File: src/rtl/uart_tx_arbiter.sv
// uart_tx_arbiter
// Round-robin, frame-locked arbiter sharing one UART transmitter among
// NUM_REQ byte producers. A grant is held for a whole frame, which ends
// when the owner's byte marked Req_Last has left the UART. Each byte is
// handed over through the transmitter's start/busy handshake. A gap
// timeout releases a grant whose owner stops supplying bytes mid-frame.
//
// Ports
//   clk, reset_b      : clock, synchronous active-low reset
//   Req_Valid[i]      : requester i presents a byte
//   Req_Last[i]       : that byte ends requester i's frame
//   Req_Data          : requester i's byte at [i*WORD_SIZE +: WORD_SIZE]
//   Req_Ready[i]      : one-cycle pulse, requester i's byte consumed
//   TX_Start          : one-cycle start pulse to the UART TX controller
//   TX_Data           : byte for the transmitter (valid with TX_Start)
//   TX_Busy           : UART busy, high from the cycle after TX_Start
//   Grant_Valid       : a frame grant is held
//   Grant_Id          : index of the granted requester
//   Frame_Abort       : one-cycle pulse when the gap timeout drops a grant

module uart_tx_arbiter #(
   parameter int unsigned NUM_REQ      = 4,
   parameter int unsigned REQ_ID_WIDTH = 2,
   parameter int unsigned WORD_SIZE    = 8,
   parameter int unsigned GAP_TIMEOUT  = 1023,
   parameter int unsigned GAP_WIDTH    = 10
) (
   input  logic                           clk,
   input  logic                           reset_b,
   input  logic [NUM_REQ-1:0]             Req_Valid,
   input  logic [NUM_REQ-1:0]             Req_Last,
   input  logic [NUM_REQ*WORD_SIZE-1:0]   Req_Data,
   output logic [NUM_REQ-1:0]             Req_Ready,
   output logic                           TX_Start,
   output logic [WORD_SIZE-1:0]           TX_Data,
   input  logic                           TX_Busy,
   output logic                           Grant_Valid,
   output logic [REQ_ID_WIDTH-1:0]        Grant_Id,
   output logic                           Frame_Abort
);

   localparam int unsigned LAST_ID = NUM_REQ - 1;

   typedef enum logic [1:0] {
      ST_IDLE      = 2'd0,
      ST_SEND      = 2'd1,
      ST_WAIT_ACK  = 2'd2,
      ST_WAIT_DONE = 2'd3
   } state_t;

   state_t                    state_q, state_d;
   logic [REQ_ID_WIDTH-1:0]   ptr_q, ptr_d;
   logic [REQ_ID_WIDTH-1:0]   grant_id_q, grant_id_d;
   logic [GAP_WIDTH-1:0]      gap_q, gap_d;
   logic                      last_q, last_d;
   logic                      grant_valid_q, grant_valid_d;

   // Per-requester byte view of the flat data bus
   logic [WORD_SIZE-1:0]      req_word [NUM_REQ];

   for (genvar gi = 0; gi < NUM_REQ; gi++) begin : g_word
      assign req_word[gi] = Req_Data[gi*WORD_SIZE +: WORD_SIZE];
   end

   // Granted requester's handshake signals
   logic                      g_valid;
   logic                      g_last;
   logic [WORD_SIZE-1:0]      g_data;

   assign g_valid = Req_Valid[grant_id_q];
   assign g_last  = Req_Last[grant_id_q];
   assign g_data  = req_word[grant_id_q];

   // Pointer value after the current frame ends: one past the owner
   logic [REQ_ID_WIDTH-1:0]   next_ptr;

   assign next_ptr = (grant_id_q == REQ_ID_WIDTH'(LAST_ID)) ? '0
                                                            : grant_id_q + REQ_ID_WIDTH'(1);

   // Gap count for this cycle; saturates so a disabled timeout never wraps
   logic [GAP_WIDTH-1:0]      gap_inc;

   assign gap_inc = (gap_q == '1) ? gap_q : gap_q + GAP_WIDTH'(1);

   // Round-robin search starting at ptr, wrapping modulo NUM_REQ
   logic                      win_found;
   logic [REQ_ID_WIDTH-1:0]   win_id;
   logic [REQ_ID_WIDTH-1:0]   cand;

   always_comb begin
      win_found = 1'b0;
      win_id    = '0;
      cand      = ptr_q;
      for (int unsigned i = 0; i < NUM_REQ; i++) begin
         if (!win_found && Req_Valid[cand]) begin
            win_found = 1'b1;
            win_id    = cand;
         end
         cand = (cand == REQ_ID_WIDTH'(LAST_ID)) ? '0 : cand + REQ_ID_WIDTH'(1);
      end
   end

   // Next-state and handshake outputs
   logic                      tx_start_c;
   logic [NUM_REQ-1:0]        req_ready_c;
   logic [WORD_SIZE-1:0]      tx_data_c;
   logic                      frame_abort_c;

   always_comb begin
      state_d       = state_q;
      ptr_d         = ptr_q;
      grant_id_d    = grant_id_q;
      gap_d         = gap_q;
      last_d        = last_q;
      tx_start_c    = 1'b0;
      req_ready_c   = '0;
      tx_data_c     = '0;
      frame_abort_c = 1'b0;

      unique case (state_q)
         ST_IDLE: begin
            if (win_found) begin
               grant_id_d = win_id;
               gap_d      = '0;
               state_d    = ST_SEND;
            end
         end

         ST_SEND: begin
            tx_data_c = g_data;
            if (g_valid) begin
               // A present byte waits on a busy UART without counting as a gap
               if (!TX_Busy) begin
                  tx_start_c              = 1'b1;
                  req_ready_c[grant_id_q] = 1'b1;
                  last_d                  = g_last;
                  state_d                 = ST_WAIT_ACK;
               end
            end else begin
               gap_d = gap_inc;
               if ((GAP_TIMEOUT != 0) && (gap_inc == GAP_WIDTH'(GAP_TIMEOUT))) begin
                  frame_abort_c = 1'b1;
                  ptr_d         = next_ptr;
                  state_d       = ST_IDLE;
               end
            end
         end

         ST_WAIT_ACK: begin
            if (TX_Busy) begin
               state_d = ST_WAIT_DONE;
            end
         end

         ST_WAIT_DONE: begin
            if (!TX_Busy) begin
               if (last_q) begin
                  ptr_d   = next_ptr;
                  state_d = ST_IDLE;
               end else begin
                  gap_d   = '0;
                  state_d = ST_SEND;
               end
            end
         end

         default: begin
            state_d = ST_IDLE;
         end
      endcase

      grant_valid_d = (state_d != ST_IDLE);
   end

   // State and grant registers
   always_ff @(posedge clk) begin
      if (!reset_b) begin
         state_q       <= ST_IDLE;
         ptr_q         <= '0;
         grant_id_q    <= '0;
         gap_q         <= '0;
         last_q        <= 1'b0;
         grant_valid_q <= 1'b0;
      end else begin
         state_q       <= state_d;
         ptr_q         <= ptr_d;
         grant_id_q    <= grant_id_d;
         gap_q         <= gap_d;
         last_q        <= last_d;
         grant_valid_q <= grant_valid_d;
      end
   end

   assign TX_Start    = tx_start_c;
   assign Req_Ready   = req_ready_c;
   assign TX_Data     = tx_data_c;
   assign Frame_Abort = frame_abort_c;
   assign Grant_Valid = grant_valid_q;
   assign Grant_Id    = grant_id_q;

endmodule

File: config.mk
export PLATFORM = sky130hd
export DESIGN_NAME = uart_tx_arbiter
export DESIGN_NICKNAME = d
export VERILOG_FILES = /design/src/rtl/uart_tx_arbiter.sv
export SDC_FILE = /design/constraint.sdc
export NUM_CORES = 1
export LEC_CHECK = 0
export ABC_AREA = 1
export BUFFER_PORTS_ARGS = -buffer_cell sky130_fd_sc_hd__buf_2
export CAP_MARGIN = 20
export CORE_ASPECT_RATIO = 1.5
export CORE_MARGIN = 5
export CORE_UTILIZATION = 52
export CTS_CLUSTER_SIZE = 14
export DETAILED_ROUTE_END_ITERATION = 10
export PLACE_DENSITY = 0.91
export SLEW_MARGIN = 0
export SYNTH_ARGS = -nofsm -noshare
export SYNTH_HDL_FRONTEND = slang
export SYNTH_SLANG_ARGS = --single-unit
File: constraint.sdc
create_clock -name clk -period 2.05 [get_ports clk]
set_input_delay 0.1025 -clock clk [delete_from_list [all_inputs] [get_ports clk]]
set_output_delay 0.1025 -clock clk [all_outputs]
set_load 0.02 [all_outputs]
## After elaboration in Yosys (flattened, before gate mapping)

Index checks and enable logic that the tools add are counted.

| storage, ports and cells | value |
|---|---|
| register bits after elaboration | 18 |
| input bits | 43 |
| output and inout bits | 17 |
| logic and storage cells | 108 |

| cells by class | value |
|---|---|
| $add $sub $neg | 5 |
| magnitude comparators | 7 |
| eq/ne operators | 15 |
| mux-type cells | 58 |
| bitwise gates (word level) | 2 |
| reduce and logical (&&, ||, !) cells | 15 |

Operators with widths:

| operator | count |
|---|---|
| $mux W10 | 5 |
| $mux W2 | 18 |
| $pmux W10 S3 | 1 |
| $mux W8 | 3 |
| $eq A10 B10 Y1 const B | 2 |
| $mux W1 | 18 |
| $bmux W8 S2 | 1 |
| $lt A2 B3 Y1 const B | 5 |
| $bmux W1 S2 | 6 |
| $eq A2 B2 Y1 const B | 6 |
| $mux W4 | 3 |
| $ne A2 B2 Y1 const B | 6 |
| $add A10 B1 Y10 const B | 1 |
| $reduce_and A5 Y1 | 2 |
| $add A2 B1 Y2 const B | 4 |
| $pmux W2 S4 | 1 |
| $logic_and A1 B1 Y1 | 4 |
| $pmux W2 S2 | 1 |
| $reduce_bool A2 Y1 | 2 |
| $ge A3 B3 Y1 const B | 1 |
| $logic_not A1 Y1 | 3 |
| $not A2 Y3 | 1 |
| $reduce_and A3 Y1 | 1 |
| $reduce_bool A3 Y1 | 1 |
| 6 further kinds | 6 |

## Longest topological paths before layout

| logic depth | value |
|---|---|
| depth after elaboration | 15 |
| gate-level depth with buffers | 13 |
| mapped depth without buffers | 13 |

## Worst setup path before layout

No wires, ideal clock.

| timing path | value |
|---|---|
| path kind | register to output |
| start point | register grant_id_q[0] (netlist: Grant_Id[0]) |
| end point | output port Req_Ready[0] |
| arrival time | 1.742 ns |
| required time | 1.947 ns |
| slack | 0.205 ns |
| cell stages (with the launch flop) | 7 |
| path buffers | 0 |
| cells stage by stage | dfxtp_1 a21oi_1 o21ai_0 nand2_1 nor3_2 inv_1 nor2_1 |

| between the ends | value |
|---|---|
| longest elaborated chain between the ends | 7 |
| elaborated cells between the ends (all ways) | 10 |
| those cells by class | order compare (2); mux (7); reduce/logical (1) |

RTL lines:

| item | line | source |
|---|---|---|
| from (decl) | 53 | `logic [REQ_ID_WIDTH-1:0] grant_id_q, grant_id_d;` |
| from (signal assigned) | 187 | `grant_id_q <= grant_id_d;` |
| $lt A2 B3 Y1 (not written as such) or $ge A2 B1 Y1 (tied branches) | 135 | `req_ready_c[grant_id_q] = 1'b1;` |
| $logic_and A1 B1 Y1 (not written as such) | 135 |  |
| $mux W1 (not written as such) | 135 |  |
| $demux W1 S2 | 135 |  |
| $mux W4 | 133 | `if (!TX_Busy) begin` |
| $mux W4 (*) | 131 | `if (g_valid) begin` |
| $mux W4 (*) | 120 | `unique case (state_q)` |
| to (decl) | 33 | `output logic [NUM_REQ-1:0] Req_Ready,` |

Mark *: on every way between the ends. The rest lies on a longest branch, timed or not. The select of a mux whose other input is x is not followed.

## Worst setup path after layout

| timing path | value |
|---|---|
| start point | register gap_q[1] |
| end point | output port Frame_Abort |

| between the ends | value |
|---|---|
| longest elaborated chain between the ends | 6 |
| elaborated cells between the ends (all ways) | 7 |
| those cells by class | add/sub (1); eq/ne (2); mux (4) |

RTL lines:

| item | line | source |
|---|---|---|
| from (decl) | 54 | `logic [GAP_WIDTH-1:0] gap_q, gap_d;` |
| from (signal assigned) | 188 | `gap_q <= gap_d;` |
| $add A10 B1 Y10 or $eq A10 B10 Y1 (tied branches) | 83 | `assign gap_inc = (gap_q == '1) ? gap_q : gap_q + GAP_WIDTH'(1);` |
| $mux W10 (*) | 83 |  |
| $eq A10 B10 Y1 (*) | 141 | `if ((GAP_TIMEOUT != 0) && (gap_inc == GAP_WIDTH'(GAP_TIMEOUT))) begin` |
| $mux W1 (*) | 141 |  |
| $mux W1 (*) | 131 |  |
| $mux W1 (*) | 120 |  |
| to (decl) | 39 | `output logic Frame_Abort` |

Mark *: on every way between the ends. The rest lies on a longest branch, timed or not.

==> metrics.txt <==
pre-CTS setup slack ~160 ps; Critical-path top delay cell dfxtp_4; Final Power between 1.5 and 2 mW; worst slew pin tran 361 ps; library cells used by synthesis 37; Post-Synthesis Cells ~320; Hold Violations, Final 0; Clock Pin Slew Worst Setup and Hold Paths about 70 ps; initial antenna violation count 0; post-route ant nets 0; Most common cell on crit path nand2_1; mux cell area share after synthesis 0%; status finished, violations left; failing checks setup timing; final worst slack -2.38 ps; final instance area 2410 µm²; routed vias/inst ~5.6; CTS tree built; crit-path max FO 5; worst path bufs/invs 3; CP Data Required Time ~2000 ps; max_cap viols 0; DRT iter0 DRCs between 100 and 150; largest cells by area after synthesis dfxtp_1 (19%), nor2_1 (14%), nand2_1 (11%); Adder-Cell Fraction of Synth Area 3.99%; Clock Tree Buf Depth 2; CTS H-tree lvls 1; nets 432; DP HPWL about 4100 µm; CP cell instances ha_4 > nand2_4 > inv_2 > nand4_1 > nand2_1 > nand2_1 > nand2_1 > nor2_2 > nand3_2 > nand3b_4 > inv_2 > buf_6; Top Ports 60; post-synth top area share between 10% and 20%; fraction of layout cells with a size suffix above 1 between 30% and 40%; Setup CP Type reg -> out; synthesized cell area about 1900 µm²; max incr delay on CP 370 ps; CP startpoint kind flop; Arrival @ worst endpoint a little under 2000 ps; cell leakage power ~1.2 nW; XOR/XNOR Fraction of Synth Area 1.79%; Die Height approximately 84 µm; top cell family by delay on the critical path simple AND/OR/NAND/NOR gates; Starting Density a little over half; Die Wd 59.1 µm; Area Overhead vs Synth 28.1%; clock root buffer clkbuf_8; Compound-Gate Fraction of Synth Area about a fifth; Yosys reg bits 18; Inserted Diodes 0; VDD IR max approximately 0.00057 V; relative max-transition margin about 76%; ys flop type dfxtp_1; largest net degree at the start of global routing 24; Syn Area/Cell just under 6 µm²; vias in the first global route ~2,300; Row Count 26; vias about 2,400; WL per Instance between 10 and 15 µm; Slew Viols, Final 0; Inserted Clock Buffers 3; most common cell after layout, fill and taps aside nor2_1; die area just under 5000 µm²; Residual DRC 0; Post-synth EDFFs 0; Final GP Congestion slightly below 0.9; Hold WS roughly 170 ps; largest family of logic cells by synthesized area simple AND/OR/NAND/NOR gates; PwrDens roughly 800 nW/µm²; grt total ovfl 0; syn nets around 370; PortBufs approximately 60; Hold Path Class in -> reg; CTS Hold Bufs 0; fin util a little over two thirds; clock skew about 1.5 ps; clock latency on the worst-skew pair 260 ps; CP Capture Type output port; Final Cycle Share 100%; Routed WL ~5700 µm; first-pass GRT wire length around 9400 µm; GRT Util Overall about a quarter; # fillers ~290; Initial DRT Pass Iterations 4; Ys Warns 0; Sink Count 18; leading cell types in the layout, fill and taps excluded nor2_1 (68), buf_2 (58), nand2_1 (54); area of the core 3450 µm²; asr flop ratio synth 0%; Achievable Freq roughly 490 MHz; Yosys top cell by area dfxtp_1; final setup fails 1; RSZ-0062 raised after global routing yes; Tmin final 2050 ps; Placed Area roughly 2200 µm²; Simple-Gate Fraction of Synth Area between 40% and 50%; Seq/Total Area, Yosys approximately a fifth
[Yosys cell counts (3+ instances only)]
cell,count
nor2_1,69
nand2_1,55
o21ai_0,35
inv_1,29
a21oi_1,21
dfxtp_1,18
nand3_1,13
nor2_2,13
nand2_2,7
ha_1,6
inv_2,5
o21ai_2,5
clkbuf_1,4
nor2_4,4
buf_1,3
nand4_1,3
o21bai_1,3
[flip-flops by register name, summed over array words and instances (netlist names)]
signal	flops
Grant_Valid	1
ptr_q	2
gap_q	10
last_q	1
Grant_Id	2
state_q	2
[metal layers]
metal | track usage [%] | vias to the layer above | share of wire, %
met2 | 42.5 | 129 | 52
met5 | 0 | - | 0
met4 | 13.2 | 0 | 4.6
met3 | 4.64 | 31 | 7.4
met1 | 23.7 | 1055 | 36
li1 | - | 1153 | -
[final timing paths]
| kind | slack (ps) | to | start | cells after the start |
|---|---|---|---|---|
| setup / recovery | -2 | Frame_Abort | gap_q[1]$_SDFFE_PN0P_ | 12 |
| hold / removal | 170 | last_q$_SDFFE_PN0P_ | Req_Last[3] | 3 |
| setup reg to reg | 70 | ptr_q[0]$_SDFFE_PN0P_ | gap_q[1]$_SDFFE_PN0P_ | 15 |
| hold reg to reg | 520 | gap_q[7]$_SDFFE_PN0P_ | gap_q[7]$_SDFFE_PN0P_ | 2 |
[where the power goes]
group	switching, mW	total (mW)	internal, mW
clock	0.131	0.302	0.171
sequential	0.113	0.553	0.440
combinational	0.675	1.04	0.362
[cells by family (layout without fill, tap and decap cells)]
| family | Yosys count | count (layout) |
|---|---|---|
| and+or+nand+nor | 172 | 172 |
| adders and majority gates | 6 | 6 |
| buffers and inverters | 46 | 112 |
| DFF | 18 | 18 |
| xor gates and xnor gates | 3 | 3 |
| AOI/OAI and AO/OA | 71 | 71 |
[repair_timing]
action | CTS | global route
gates resized for setup | 5 | 27
endpoints found under the setup margin | 1 | 11
setup buffers | 5 | 3
cloned | 0 | 1
pin swaps | 3 | 11
[tightest hold or removal path: cells and delay by family]
family	cells	cell delay, ps
compound gates	2	210
buf+inv	1	80
[stage by stage]
stage          std cells  TNS (ps)
2_1_floorplan        316         0
3_5_place_dp         411         0
5_1_grt              424      -107
3_3_place_gp         411         0
4_1_cts              420         0
6_report             424     -2.38
[layout make-up]
class,instances,area [µm²],share of cell area [%]
multi-input combinational,252,1380,57.4
timing repair buffer,71,392,16.2
sequential,18,375,15.6
inverter,36,146,6.07
clock buffer,4,55.1,2.28
tap,42,52.6,2.18
timing repair inverter,1,7.51,0.311
No activity file was read; power rests on OpenSTA's default activity.
